**config.mk**
```make
export PLATFORM = sky130hd
export DESIGN_NAME = eth_tx_pkt_arbiter
export DESIGN_NICKNAME = d
export VERILOG_FILES = /design/src/rtl/eth_tx_pkt_arbiter.sv
export SDC_FILE = /design/constraint.sdc
export NUM_CORES = 1
export LEC_CHECK = 0
export ABC_AREA = 1
export BUFFER_PORTS_ARGS = -buffer_cell sky130_fd_sc_hd__buf_2
export CAP_MARGIN = 0
export CELL_PAD_IN_SITES_DETAIL_PLACEMENT = 0
export CELL_PAD_IN_SITES_GLOBAL_PLACEMENT = 1
export CORE_ASPECT_RATIO = 0.75
export CORE_UTILIZATION = 28
export CTS_CLUSTER_DIAMETER = 120
export DETAILED_ROUTE_END_ITERATION = 6
export GPL_ROUTABILITY_DRIVEN = 0
export GPL_TIMING_DRIVEN = 0
export PLACE_DENSITY = 0.79
export SKIP_LAST_GASP = 1
export SYNTH_ARGS = -nofsm -noshare
export SYNTH_HDL_FRONTEND = slang
export SYNTH_SLANG_ARGS = --single-unit
```
**constraint.sdc**
```tcl
create_clock -name clk -period 1.3 [get_ports clk]
set_input_delay 0.065 -clock clk [delete_from_list [all_inputs] [get_ports clk]]
set_output_delay 0.065 -clock clk [all_outputs]
set_load 0.01 [all_outputs]
```
**src/rtl/eth_tx_pkt_arbiter.sv**
```systemverilog
// Packet-granular two-port AXI-Stream arbiter feeding the Ethernet egress path through one register stage.
// Optional per-port packet counters are compiled in with ETH_TX_ARB_STATS_EN.
//   state | meaning
//   IDLE  | no owner, arbitrate among requesting ports
//   G0    | port 0 (CHDR) owns the egress until its tlast is accepted
//   G1    | port 1 (CPU) owns the egress until its tlast is accepted
module eth_tx_pkt_arbiter #(
  parameter int WIDTH       = 64,
  parameter int USER_WIDTH  = 4,
  parameter int STRICT_PRIO = 0
) (
  input  logic                  clk,
  input  logic                  aresetn,
  input  logic [WIDTH-1:0]      s0_tdata,
  input  logic [USER_WIDTH-1:0] s0_tuser,
  input  logic                  s0_tlast,
  input  logic                  s0_tvalid,
  output logic                  s0_tready,
  input  logic [WIDTH-1:0]      s1_tdata,
  input  logic [USER_WIDTH-1:0] s1_tuser,
  input  logic                  s1_tlast,
  input  logic                  s1_tvalid,
  output logic                  s1_tready,
  output logic [WIDTH-1:0]      m_tdata,
  output logic [USER_WIDTH-1:0] m_tuser,
  output logic                  m_tlast,
  output logic                  m_tvalid,
  input  logic                  m_tready,
`ifdef ETH_TX_ARB_STATS_EN
  input  logic                  clr_stats,
  output logic [31:0]           pkt_cnt0,
  output logic [31:0]           pkt_cnt1,
`endif
  output logic [1:0]            grant
);

  typedef enum logic [1:0] {IDLE, G0, G1} state_t;

  state_t state, state_nxt;
  logic   last_served, last_served_nxt;
  logic   out_ready;
  logic   acc0, acc1;

  assign out_ready = !m_tvalid || m_tready;
  assign acc0      = s0_tvalid && s0_tready;
  assign acc1      = s1_tvalid && s1_tready;

  always_ff @(posedge clk or negedge aresetn) begin
    if (!aresetn) begin
      state       <= IDLE;
      last_served <= 1'b1;
    end else begin
      state       <= state_nxt;
      last_served <= last_served_nxt;
    end
  end

  always_comb begin
    state_nxt       = state;
    last_served_nxt = last_served;
    s0_tready       = 1'b0;
    s1_tready       = 1'b0;
    grant           = 2'b00;
    case (state)
      IDLE: begin
        // last_served==1 means port 0 is next in the round-robin rotation
        if (s0_tvalid && ((STRICT_PRIO != 0) || !s1_tvalid || last_served))
          state_nxt = G0;
        else if (s1_tvalid)
          state_nxt = G1;
      end
      G0: begin
        s0_tready = out_ready;
        grant     = 2'b01;
        if (s0_tvalid && out_ready && s0_tlast) begin
          state_nxt       = IDLE;
          last_served_nxt = 1'b0;
        end
      end
      G1: begin
        s1_tready = out_ready;
        grant     = 2'b10;
        if (s1_tvalid && out_ready && s1_tlast) begin
          state_nxt       = IDLE;
          last_served_nxt = 1'b1;
        end
      end
      default: state_nxt = IDLE;
    endcase
  end

  always_ff @(posedge clk or negedge aresetn) begin
    if (!aresetn) begin
      m_tdata  <= '0;
      m_tuser  <= '0;
      m_tlast  <= 1'b0;
      m_tvalid <= 1'b0;
    end else if (acc0) begin
      m_tdata  <= s0_tdata;
      m_tuser  <= s0_tuser;
      m_tlast  <= s0_tlast;
      m_tvalid <= 1'b1;
    end else if (acc1) begin
      m_tdata  <= s1_tdata;
      m_tuser  <= s1_tuser;
      m_tlast  <= s1_tlast;
      m_tvalid <= 1'b1;
    end else if (m_tready) begin
      m_tvalid <= 1'b0;
    end
  end

`ifdef ETH_TX_ARB_STATS_EN
  // clear wins over a coincident tlast so software sees a clean zero
  always_ff @(posedge clk or negedge aresetn) begin
    if (!aresetn) begin
      pkt_cnt0 <= '0;
      pkt_cnt1 <= '0;
    end else if (clr_stats) begin
      pkt_cnt0 <= '0;
      pkt_cnt1 <= '0;
    end else begin
      if (acc0 && s0_tlast) pkt_cnt0 <= pkt_cnt0 + 32'd1;
      if (acc1 && s1_tlast) pkt_cnt1 <= pkt_cnt1 + 32'd1;
    end
  end
`endif

endmodule
```
==> flow_summary.ini <==
[synthesis]
synth_warnings = 0
ys_ff_latch = 73
synth_area_leaders = dfrtp_1 (42%), nand2_1 (19%), inv_1 (13%), nand4_1 (10%), nand3_1 (8.2%)
synth_simple_gate_area_share_pct = 39.0
yosysTopAreaCellShare_pct = 42.2
netlist_area_sq_mm = 0.00427
avgSynthCellArea_sq_um = 6.76
synth-compound-area-share_pct = 0.411
synth-seq-area-share_pct = 42.8
synth_nets = 774
synth_top_family_by_area = simple AND/OR/NAND/NOR gates
synthCells = 631
ys_types = 20
synth_mux_area_share_pct = 0
synthAdderAreaFrac_pct = 0
synth_xor_area_share_pct = 0
yosysTopAreaCell = dfrtp_1

[floorplan]
fp.dieH_microns = 109
ios = 217
num_rows = 38
dieArea_sq_mm = 0.0157
chipWidth_microns = 145
fp.coreArea_sq_mm = 0.0147
start_util_pct = 29.0

[sta]
finalHoldViolCount = 0
rsz0062_at_grt = true
max_freq_ghz = 0.715
final.setup.worst_slack_ns = -0.0985
fin_crit_sh_pct = 108
drv_slew = 0
slew-limit-headroom_pct = 67.3
period_minus_slack_ns = 1.40
setup_viol = 74
worstMarginPinSlew_ns = 0.490
fin_hold_ws_ns = 0.0331
clock_skew_ns = 0.00810

[route]
avgViaCountPerCell = 4.40
drc_errors = 0
final_antenna_net_count = 0
vias = 4789
wire_per_inst_microns = 13.8
totalWireLength_microns = 15000
drtPass1Iterations = 5
drt_iter0_markers = 222

[clock_tree]
clock_sinks = 73
cts_tree = yes
clk_pin_slew_ns = 0.06
clock_latency_ns = 0.33
numCtsBuffers = 9
clockBufferDepth = 2
ctsHtreeMaxLevel = 3
cts_root_buffer = clkbuf_16

[critical_path]
max_stage_delay_ns = 0.48
crit_required_ns = 1.50
worstSetupEndpointType = register
path_max_fanout = 10
arrival_ns = 1.60
crit_family = flip-flops
path_class = reg2reg
slowest_stage = dfrtp_2
worstSetupStartpointType = register
worst-path-buf-inv = 3
path_cells = inv_4, nor2_4, nand3_4, nand2_8, inv_6, buf_6, nand2_1, nand2_1
cpMostUsedCell = nand2_1

[global_routing]
grt_pass1_wl_microns = 23000
antenna_found_initial = 0
grt_pass1_vias = 4514
globalRouteTotalUtil_pct = 19.1
grt_max_degree = 40
grt_remaining_overflow = 0

[run]
maxCapViolCount = 0

[placed_design]
dp.cells = 1047
io_buffers = 215
placed_area_sq_mm = 0.00562
hpwl_microns = 10800

[final_layout]
final_area_sq_mm = 0.00658
instances_no_fill = 1088
syn_to_final_growth_pct = 54.2
fin_nets = 1026
final_layout_size_suffix_gt1_share_pct = 37.0
antenna_cells = 0

[power_and_ir_drop]
p_leak_nw = 4.06
power_density_mw_per_mm2 = 2180
irDropWorstVdd_v = 0.000718

[hold_path]
hold_class = in2reg

[run_status]
status = finished, violations left
violations = setup timing
-- state kept, by name, indices dropped and copies added (netlist names) --
name         cells
state            2
m_tuser          4
m_tlast          1
m_tdata         64
m_tvalid         1
last_served      1
-- layout make-up --
class	instances	area, sq um
Buffer	42	412
Inverter	146	558
Tap cell	200	250
Timing Repair Buffer	242	1360
Clock buffer	12	256
Multi-Input combinational cell	369	1840
Fill cell	1546	8110
Clock inverter	4	75.1
Sequential cell	73	1830
-- stage by stage --
stage                     worst slack, ns  utilization [%]  setup TNS (ns)  total power, mW
after floorplan                   -0.0321                -          -0.639             7.63
after global placement             -0.541             38.1          -62.46             10.1
after detailed placement           -0.488             38.3          -33.26             10.2
after CTS                          -0.111             43.6           -6.32             14.1
after global routing               -0.179             44.8          -10.61             15.5
final                             -0.0985             44.8           -5.18             14.3
-- cells by family after synthesis --
group	Yosys count
flip-flops	73
AO/OA/AOI/OAI	3
AND/OR/NAND/NOR	365
buffers and inverters	190
-- worst min-delay path: stages --
cell	delay, ns
buf_2	0.07
inv_1	0.03
nand2_1	0.05
nand3_1	0.07
nand2_1	0.05
-- repair_timing --
action	in CTS	in global routing
gates cloned	1	1
hold endpoints to repair	34	0
endpoints found under the setup margin	74	74
pin swaps	6	9
setup buffers	18	6
resized for setup	77	36
hold buffers	1	0
-- cells in the final DEF, fill, tap and decap left out, types with 2 or more instances in the layout --
cell,count
nand2_4,2
nand3_1,55
clkinvlp_4,2
nand2_1,210
clkbuf_1,7
buf_6,12
bufinv_16,2
buf_12,5
clkbuf_4,4
clkbuf_16,10
clkbuf_8,3
nand4_1,69
dfrtp_1,71
buf_2,217
buf_8,10
buf_4,26
nand2_2,8
nand3_2,14
inv_1,142
nand3_4,2
nor2_4,2
inv_4,2
-- per-layer routing --
metal / wire, microns / track usage [%]
met5: 0 / 0
met2: 6420 / 29.1
met1: 7360 / 26.7
met4: 114 / 4.29
met3: 1110 / 5.18
-- worst paths after layout --
kind	slack, ns	from	to	depth (start not counted)
min	0.03	s1_tdata[24]	m_tdata[24]	5
max reg2reg	-0.1	state[1]	m_tlast	8
min in group asynchronous	0.23	aresetn	m_tdata[10]	2
max in group asynchronous	0.41	aresetn	last_served	3
max	-0.1	state[1]	m_tlast	8
min reg2reg	0.47	m_tdata[12]	m_tdata[12]	2
-- report_power, final --
| group | internal, mW | total (mW) | switching (mW) |
|---|---|---|---|
| registers | 3.41 | 4.06 | 0.649 |
| logic | 3.25 | 7.49 | 4.24 |
| clock network | 1.79 | 2.78 | 0.995 |
-- synth_stat cells (all sizes together) --
master,instances
o211ai,1
nand2,221
a21oi,1
inv,146
nand3,71
buf,32
o21ai,1
nand4,69
nor2,3
dfstp,1
dfrtp,72
clkbuf,12
nor3,1
No activity file was read; power rests on OpenSTA's default activity.
